**config.mk**
```make
export PLATFORM = sky130hd
export DESIGN_NAME = hex_refresh_ctrl
export DESIGN_NICKNAME = d
export VERILOG_FILES = /design/src/rtl/hex_refresh_ctrl.sv
export SDC_FILE = /design/constraint.sdc
export NUM_CORES = 1
export LEC_CHECK = 0
export ABC_AREA = 1
export CAP_MARGIN = 15
export CORE_MARGIN = 2
export CORE_UTILIZATION = 35
export DETAILED_ROUTE_END_ITERATION = 7
export PLACE_DENSITY = 0.65
export SYNTH_ARGS = -nofsm -noshare
export SYNTH_HDL_FRONTEND = slang
export SYNTH_SLANG_ARGS = --single-unit
```
**constraint.sdc**
```tcl
create_clock -name clk -period 1.9 [get_ports clk]
set_clock_uncertainty 0.05 [all_clocks]
set_input_delay 0.38 -clock clk [delete_from_list [all_inputs] [get_ports clk]]
set_output_delay 0.38 -clock clk [all_outputs]
set_load 0.02 [all_outputs]
```
**src/rtl/hex_refresh_ctrl.sv**
```systemverilog
// hex_refresh_ctrl
// ----------------
// Shares one external 4-bit-to-14-segment decoder across NUM_DISP two-digit
// HEX display pairs. The host writes one 4-bit value per slot into a small
// register file. A scan sequencer then visits the slots round-robin, one slot
// per SCAN_DIV clocks. For each visit it drives the slot value on dec_data,
// gives the external decoder one full cycle, and captures dec_segments into
// that slot's seg_out field.
//
// Parameters
//   NUM_DISP  number of display slots (2..8)
//   SCAN_DIV  clk cycles per scan slot (>= 3)
//
// Ports
//   clk           system clock, rising edge
//   rst_n         asynchronous active-low reset
//   wr_valid      host write request
//   wr_ready      write accepted when wr_valid && wr_ready (low only in LOAD)
//   wr_addr[2:0]  target slot; addresses >= NUM_DISP are accepted and dropped
//   wr_data[3:0]  value 0..15
//   dec_data[3:0] registered value fed to the shared decoder
//   dec_segments  combinational decoder result for dec_data (14 bits)
//   seg_out       slot k at bits [14k+13:14k], active-low, all ones = blank
//   frame_done    one-cycle pulse after the pointer wraps past the last slot
//
// Build option
//   HEX_REFRESH_DIRTY_ONLY_EN  when defined, a slot is only reloaded and
//   resampled if it was written since its last capture; clean slots are
//   skipped without touching dec_data or seg_out.

module hex_refresh_ctrl #(
    parameter int NUM_DISP = 4,
    parameter int SCAN_DIV = 50000
) (
    input  logic                     clk,
    input  logic                     rst_n,
    input  logic                     wr_valid,
    output logic                     wr_ready,
    input  logic [2:0]               wr_addr,
    input  logic [3:0]               wr_data,
    output logic [3:0]               dec_data,
    input  logic [13:0]              dec_segments,
    output logic [14*NUM_DISP-1:0]   seg_out,
    output logic                     frame_done
);

    localparam int PTR_W = $clog2(NUM_DISP);
    localparam int CNT_W = $clog2(SCAN_DIV);
    localparam logic [PTR_W-1:0] PTR_LAST = PTR_W'(NUM_DISP - 1);
    localparam logic [CNT_W-1:0] CNT_LAST = CNT_W'(SCAN_DIV - 1);

    typedef enum logic [1:0] {
        IDLE   = 2'd0,
        LOAD   = 2'd1,
        SAMPLE = 2'd2
    } state_t;

    state_t           state;
    state_t           state_next;
    logic [CNT_W-1:0] cnt;
    logic             scan_tick;
    logic [PTR_W-1:0] ptr;
    logic             ptr_adv;
    logic             load_en;
    logic             sample_en;
    logic [3:0]       val [NUM_DISP];
    logic             wr_fire;
    logic             wr_hit;
    logic [PTR_W-1:0] wr_idx;

`ifdef HEX_REFRESH_DIRTY_ONLY_EN
    logic [NUM_DISP-1:0] dirty;
`endif

    // Host write port. The range check uses the full 3-bit address so that
    // out-of-range slots are dropped rather than aliased onto low slots.
    assign wr_fire = wr_valid && wr_ready;
    assign wr_hit  = wr_fire && ({1'b0, wr_addr} < 4'(NUM_DISP));
    assign wr_idx  = wr_addr[PTR_W-1:0];

    always_ff @(posedge clk or negedge rst_n) begin
        if (!rst_n) begin
            for (int k = 0; k < NUM_DISP; k++) begin
                val[k] <= 4'd0;
            end
        end else if (wr_hit) begin
            for (int k = 0; k < NUM_DISP; k++) begin
                if (wr_idx == PTR_W'(k)) begin
                    val[k] <= wr_data;
                end
            end
        end
    end

    // Scan prescaler: one tick per SCAN_DIV clocks.
    assign scan_tick = (cnt == CNT_LAST);

    always_ff @(posedge clk or negedge rst_n) begin
        if (!rst_n) begin
            cnt <= '0;
        end else if (scan_tick) begin
            cnt <= '0;
        end else begin
            cnt <= cnt + 1'b1;
        end
    end

    // Sequencer state register.
    always_ff @(posedge clk or negedge rst_n) begin
        if (!rst_n) begin
            state <= IDLE;
        end else begin
            state <= state_next;
        end
    end

    // Next-state and strobes. SCAN_DIV >= 3 guarantees the next tick cannot
    // arrive before SAMPLE has returned to IDLE.
    always_comb begin
        state_next = state;
        load_en    = 1'b0;
        sample_en  = 1'b0;
        ptr_adv    = 1'b0;
        wr_ready   = 1'b1;
        case (state)
            IDLE: begin
                if (scan_tick) begin
`ifdef HEX_REFRESH_DIRTY_ONLY_EN
                    if (dirty[ptr]) begin
                        state_next = LOAD;
                    end else begin
                        // Clean slot: skip the visit but keep the pointer moving.
                        ptr_adv = 1'b1;
                    end
`else
                    state_next = LOAD;
`endif
                end
            end
            LOAD: begin
                // Hold off the host for the one cycle val[ptr] is being read.
                wr_ready   = 1'b0;
                load_en    = 1'b1;
                state_next = SAMPLE;
            end
            SAMPLE: begin
                sample_en  = 1'b1;
                ptr_adv    = 1'b1;
                state_next = IDLE;
            end
            default: begin
                state_next = IDLE;
            end
        endcase
    end

    // Slot pointer and end-of-frame pulse.
    always_ff @(posedge clk or negedge rst_n) begin
        if (!rst_n) begin
            ptr        <= '0;
            frame_done <= 1'b0;
        end else begin
            frame_done <= ptr_adv && (ptr == PTR_LAST);
            if (ptr_adv) begin
                ptr <= (ptr == PTR_LAST) ? '0 : ptr + 1'b1;
            end
        end
    end

    // Decoder input register: gives the external decoder a full cycle.
    always_ff @(posedge clk or negedge rst_n) begin
        if (!rst_n) begin
            dec_data <= 4'd0;
        end else if (load_en) begin
            dec_data <= val[ptr];
        end
    end

    // Segment capture. A write landing in the SAMPLE cycle only changes val;
    // the pattern captured here was decoded from the value loaded in LOAD.
    always_ff @(posedge clk or negedge rst_n) begin
        if (!rst_n) begin
            seg_out <= '1;
        end else if (sample_en) begin
            for (int k = 0; k < NUM_DISP; k++) begin
                if (ptr == PTR_W'(k)) begin
                    seg_out[14*k +: 14] <= dec_segments;
                end
            end
        end
    end

`ifdef HEX_REFRESH_DIRTY_ONLY_EN
    // Dirty tracking: a write in the same cycle as the slot's SAMPLE wins, so
    // the new value still gets its own visit.
    always_ff @(posedge clk or negedge rst_n) begin
        if (!rst_n) begin
            dirty <= '1;
        end else begin
            for (int k = 0; k < NUM_DISP; k++) begin
                if (wr_hit && (wr_idx == PTR_W'(k))) begin
                    dirty[k] <= 1'b1;
                end else if (sample_en && (ptr == PTR_W'(k))) begin
                    dirty[k] <= 1'b0;
                end
            end
        end
    end
`endif

endmodule

```
==> results of run 1 <==
[worst register-to-register path, delay by kind of cell (launching register included)]
family / cells / cell delay [ns]
DFF: 1 / 0.55
and+or+nand+nor: 2 / 0.38
adders and majority gates: 1 / 0.26
buffers and inverters: 1 / 0.19
AOI/OAI and AO/OA: 1 / 0.10
[kinds of logic after synthesis]
| kind of cell | synth area share [%] |
|---|---|
| AOI/OAI and AO/OA | 11.9 |
| DFF | 58.8 |
| adders and majority gates | 1.47 |
| buffers and inverters | 7.61 |
| xor gates and xnor gates | 1.44 |
| and+or+nand+nor | 18.7 |
[metrics by stage]
stage	util, %	setup slack [ns]	instances	hold slack (ns)
final	45.8	0.160	689	0.309
after global routing	45.8	0.109	689	0.378
after detailed placement	43.9	0.246	673	0.404
after floorplan	-	0.430	446	0.0344
after global placement	43.9	0.297	673	0.394
after CTS	45.8	0.00144	689	0.335
[state kept, by name (all words and copies together), names as in the netlist]
register,flops
seg_out,56
ptr,2
frame_done,1
cnt,16
val,16
state,2
dec_data,4
[synth_stat cells, types with 2 or more instances]
master,n
a21oi_1,9
buf_6,7
dfrtp_1,41
dfstp_2,56
ha_1,5
inv_1,55
nand2_1,118
nand2_4,5
nand3_1,9
nand4_1,2
nor2_1,30
nor3_1,4
nor3_4,4
o21ai_0,26
o21ai_1,50
o21ai_2,9
xor2_1,7
[cell type report]
cell class / instances / share of cell area (%)
clock buffers: 11 / 4.26
clock inverters: 5 / 1.12
inverters: 57 / 3.92
multi-input cells: 282 / 26.1
flip-flops and latches: 97 / 45.7
well taps: 147 / 3.37
repair buffers: 90 / 15.5
[power by group through the flow]
| stage | clock network [W] | logic [W] | registers, W |
|---|---|---|---|
| floorplan | 0 | 0.000104 | 0.00219 |
| global placement | 0 | 0.000236 | 0.00220 |
| detailed placement | 0 | 0.000244 | 0.00220 |
| CTS | 0.00186 | 0.000248 | 0.00217 |
| global route | 0.00194 | 0.000277 | 0.00217 |
| finish | 0.00182 | 0.000242 | 0.00217 |
[worst paths after layout]
kind / start / end / depth (start not counted)
worst max register to register: ptr[0] / seg_out[6] / 5
worst min-delay path: rst_n / seg_out[41] / 1
worst min register to register: state[1] / state[0] / 1
worst max-delay path: dec_data[3] / dec_data[3] / 1
max in group asynchronous: rst_n / seg_out[28] / 2
min in group clk: state[1] / state[0] / 1
[cell usage in the layout (no fill, tap or decap), types with 9 or more instances in the layout]
cell             netlist  final
o21ai_0               26     26
o21ai_2                9      9
a21oi_1                9      9
nor2_1                30     30
dfrtp_1               41     41
clkdlybuf4s50_1        0     27
dlygate4sd2_1          0     55
dfstp_2               56     56
nand2_1              118    118
o21ai_1               50     50
clkbuf_16              0      9
inv_1                 55     55
nand3_1                9      9
[per-layer routing]
| layer | share of wire, % | wire [µm] |
|---|---|---|
| met5 | 0 | 0 |
| met4 | 1.5 | 138 |
| met3 | 3.1 | 281 |
| met2 | 49 | 4450 |
| met1 | 46 | 4220 |
[what timing repair did]
item                       in CTS  in global routing
buffers inserted                0                  0
gates cloned                    0                  0
hold buffers                    0                  0
gates resized for setup        55                  2
setup endpoints to repair      55                  2
==> out/qor.txt, run 1 <==
status: finished, final reports clean
CP endpoint kind: output port
final hold viol count: 0
Avg Inst Size Synth: 9.52 µm²
final period utilization: 91.6%
Seq cells post-synth: 97
total power: 0.00423 W
drt drc: 0
post-DR wirelength/cell: 13.2 µm
dpl cell area: 5230 µm²
combinational share of power: 5.7%
WL final: 9100 µm
startpoint class of the critical path: flop
RSZ-0062 raised after global routing: no
Clk Latency, worst-skew pair: 0.34 ns
Initial Util: 35.6%
met2 usage: 23.5%
Final setup viols: 0
cells after synthesis: 446
cell area after synthesis: 4240 µm²
Clock Power Share: 43.0%
first-pass iteration count of the detailed router: 4
maximum number of pins on one net before global-route repair: 43
DR vias: 3128
Final Instance Area: 5460 µm²
maxcap violations: 0
Crit path largest cell delay: 0.61 ns
Ys Warns: 0
Num Clock Sinks: 97
slew margin rel.: 63.3%
Die W: 114 µm
Fmax achieved: 575 MHz
synth top area cells: dfstp_2, dfrtp_1, nand2_1, o21ai_1, inv_1
area share of the largest cell type after synthesis: 34.7%
CP required: 1.47 ns
I/O Buffers: 85
hpwl dp: 6530 µm
Layout fillers: 1115
worst IR drop on VDD: 0.386 mV
global-route wire length before repair: 15300 µm
Die Ht: 114 µm
CP max stage cell: clkdlybuf4s50_1
met1 Use GR: 20.5%
LEAKAGE: 2.70 nW
Die ar.: 13000 µm²
nets: 566
Max clock buf depth: 2
critical path cell sequence: clkdlybuf4s50_1
Synth Net Count: 475
remaining antenna violation count: 0
vias in the first global route: 3094
register cell area after layout: 2500 µm²
Ports: 86
Sw Ratio: 22.8%
row count: 40
layout cells sized above 1: 18.1%
Placer Congestion: 0.895
WS Path Type: reg2out
sequential share of power: 51.2%
Core Area: 11900 µm²
Vias/cell: 4.54
NetSw: 0.000964 W
Congestion Overflow GR: 0
total power divided by cell area: 775 nW/µm²
crit-path max FO: 2
synthesis-to-finish area growth: 28.7%
CTS tree: built
htree depth: 3
Yosys cell types: 26
leading area contributor after synthesis: dfstp_2
global-route layer with the greatest usage: met2
initial antenna violation count: 0
largest delay contributor family on the critical path: buffers and inverters
M3 GR Usage: 2.65%
clock transition at the registers of the reported paths: 0.07 ns
total CTS buffers: 9
min cycle time layout: 1.74 ns
Pint: 0.00327 W
pins over their slew limit: 0
Post-synth EDFFs: 0
Antenna diodes: 0
async set-reset flop share out of synthesis: 100%
multi-input logic area: 1420 µm²
worst slew pin tran: 0.550 ns
R2R setup slack: 0.31 ns
Hold/Removal Path Class: in2async
GRT Total Usage: 14.8%
Critical Path AT: 1.31 ns
Starting DRT DRC Count: 141
sequential share of the synthesized area: 58.8%
Clock Root Buffer: clkbuf_16
Worst Path Buf+Inv: 1
ys flop type: dfstp_2
Setup TNS Final: 0 ns
Power figures use the tool's default switching activity.
==> run 2: changes to the inputs <==
--- a/config.mk
+++ b/config.mk
@@ -11,6 +11,7 @@
 export CORE_UTILIZATION = 35
 export DETAILED_ROUTE_END_ITERATION = 7
 export PLACE_DENSITY = 0.65
+export SLEW_MARGIN = 15
 export SYNTH_ARGS = -nofsm -noshare
 export SYNTH_HDL_FRONTEND = slang
 export SYNTH_SLANG_ARGS = --single-unit
==> results of run 2 <==
Final layout, timing and power as in run 1 (identical DEF).
==> run 3: changes to the inputs <==
--- a/config.mk
+++ b/config.mk
@@ -9,6 +9,7 @@
 export CAP_MARGIN = 15
 export CORE_MARGIN = 2
 export CORE_UTILIZATION = 35
+export CTS_BUF_LIST = sky130_fd_sc_hd__clkbuf_4 sky130_fd_sc_hd__clkbuf_8
 export DETAILED_ROUTE_END_ITERATION = 7
 export PLACE_DENSITY = 0.65
 export SLEW_MARGIN = 15
==> run 3 against run 2 <==
Compared with the run above: via count is 0.67% lower; clock-buffer cell count stayed put; non-clock buffer count stayed put; fmax is 1.9% lower; sequential power hardly changed; final cell count stayed put; critical path depth stayed put; clock power is 24% lower; sequential cell count stayed put; design area is 1.9% lower; highest routed layer unchanged.
==> out/qor.txt, run 3 (synthesized netlist as in run 1, its figures left out) <==
status: finished, final reports clean
vias in the first global route: 3076 (-0.58%)
Worst Path Buf+Inv: 1 (unchanged)
CP max stage cell: clkdlybuf4s50_1
Starting DRT DRC Count: 170 (+21%)
Final setup viols: 0 (unchanged)
Antenna diodes: 0 (unchanged)
CTS tree: built
cell depth of the worst setup path: 1 (unchanged)
Max clock buf depth: 2 (unchanged)
Congestion Overflow GR: 0 (unchanged)
synthesis-to-finish area growth: 26.3%
worst IR drop on VDD: 0.276 mV (-28%)
Vias/cell: 4.51 (-0.67%)
Die ar.: 13000 µm² (unchanged)
CP endpoint kind: output port
Crit path largest cell delay: 0.61 ns (about the same)
Worst setup startpoint: dec_data[0]
DR vias: 3107 (-0.67%)
LEAKAGE: 2.66 nW (-1.6%)
maximum number of pins on one net before global-route repair: 43 (unchanged)
Setup TNS Final: 0 ns (unchanged)
multi-input logic area: 1420 µm² (unchanged)
hold slack: 0.258 ns (-0.0513 ns)
Die Ht: 114 µm (unchanged)
post-cts resize count: 57 (+3.6%)
WS Path Type: reg2out
Reg with most FFs: seg_out
I/O Buffers: 85 (unchanged)
commonest non-fill, non-tap cell in the layout: nand2_1
Largest regs: seg_out: 56 flops, cnt: 16 flops, val: 16 flops
hpwl dp: 6530 µm (unchanged)
Place WS: 0.246 ns (unchanged)
row count: 40 (unchanged)
Clock Root Buffer: clkbuf_8
max FFs per register: 56 (unchanged)
largest delay contributor family on the critical path: buffers and inverters
WL final: 9010 µm (-0.97%)
layout cells sized above 1: 18.5% (+0.37 points)
final worst setup slack: 0.127 ns (-0.0335 ns)
maxcap violations: 0 (unchanged)
slew margin rel.: 63.6% (+0.32 points)
min cycle time layout: 1.77 ns (+0.0335 ns)
Setup Fix Bufs, Post-CTS: 0 (unchanged)
final hold viol count: 0 (unchanged)
total power divided by cell area: 706 nW/µm² (-8.9%)
global-route wire length before repair: 15200 µm (-0.18%)
most used cells in the layout excluding fill and tap cells: nand2_1, dlygate4sd2_1, dfstp_2
Num Clock Sinks: 97 (unchanged)
Core Area: 11900 µm² (unchanged)
nets: 566 (unchanged)
Reg-to-Reg End: seg_out[8]
R2R setup slack: 0.32 ns (about the same)
critical path cell sequence: clkdlybuf4s50_1
crit-path max FO: 2 (unchanged)
RSZ-0062 raised after global routing: no
GRT Total Usage: 14.9% (+0.034 points)
Placer Congestion: 0.895 (unchanged)
Ports: 86 (unchanged)
R2R cell count: 5 (unchanged)
Layout fillers: 1127 (+1.1%)
post-DR wirelength/cell: 13.1 µm (-0.97%)
clock transition at the registers of the reported paths: 0.10 ns (+0.03 ns)
CP required: 1.47 ns (about the same)
Die W: 114 µm (unchanged)
remaining antenna violation count: 0 (unchanged)
Hold/Removal Path Class: in2async
register cell area after layout: 2500 µm² (unchanged)
RR Startpoint: ptr[0]
initial antenna violation count: 0 (unchanged)
first-pass iteration count of the detailed router: 4 (unchanged)
Critical Path AT: 1.34 ns (+0.03 ns)
startpoint class of the critical path: flop
Fmax achieved: 564 MHz (-1.9%)
htree depth: 3 (unchanged)
hold_buf cts: 0 (unchanged)
pins over their slew limit: 0 (unchanged)
Clk Latency, worst-skew pair: 0.37 ns (+0.03 ns)
worst slew pin tran: 0.545 ns (-0.00478 ns)
final period utilization: 93.3% (+1.8 points)
CP endpoint: dec_data[0]
drt drc: 0 (unchanged)
total CTS buffers: 9 (unchanged)
Initial Util: 35.6% (unchanged)
## run 3: through the flow
stage / util [%] / cell area, µm² / total power [W] / cells
3_5_place_dp: 43.9 / 5230 / 0.00245 / 673
5_1_grt: 45.0 / 5360 / 0.00395 / 689
2_1_floorplan: - / 4240 / 0.00230 / 446
6_report: 45.0 / 5360 / 0.00378 / 689
4_1_cts: 45.0 / 5360 / 0.00383 / 689
3_3_place_gp: 43.9 / 5230 / 0.00244 / 673
## run 3: report_power, final
part	total [W]	switching [W]	internal [W]	leakage (nW)
sequential	0.00217	0.0000270	0.00214	1.12
combinational	0.000239	0.000144	0.0000949	1.44
clock	0.00138	0.000728	0.000649	0.102
## run 3: how the worst min path moves through the flow
stage	endpoint	depth (start not counted)	slack, ns
floorplan	cnt[0]	0	0.03
global route	seg_out[41]	1	0.32
CTS	seg_out[41]	1	0.29
detailed placement	state[0]	1	0.40
finish	seg_out[41]	1	0.26
global placement	state[0]	1	0.39
## run 3: layer usage
layer | vias to the layer above | track usage [%] | part of all wire, %
li1 | 1590 | - | -
met5 | - | 0 | 0
met4 | 0 | 6.50 | 2.0
met1 | 1452 | 20.3 | 47
met2 | 52 | 23.5 | 48
met3 | 13 | 2.33 | 2.8
## run 3: area by class of cell
type | count | share of cell area [%]
inverters | 57 | 3.99
clock buffers | 11 | 2.59
clock inverters | 5 | 1.14
repair buffers | 90 | 15.7
well taps | 147 | 3.43
multi-input cells | 282 | 26.6
flip-flops and latches | 97 | 46.6
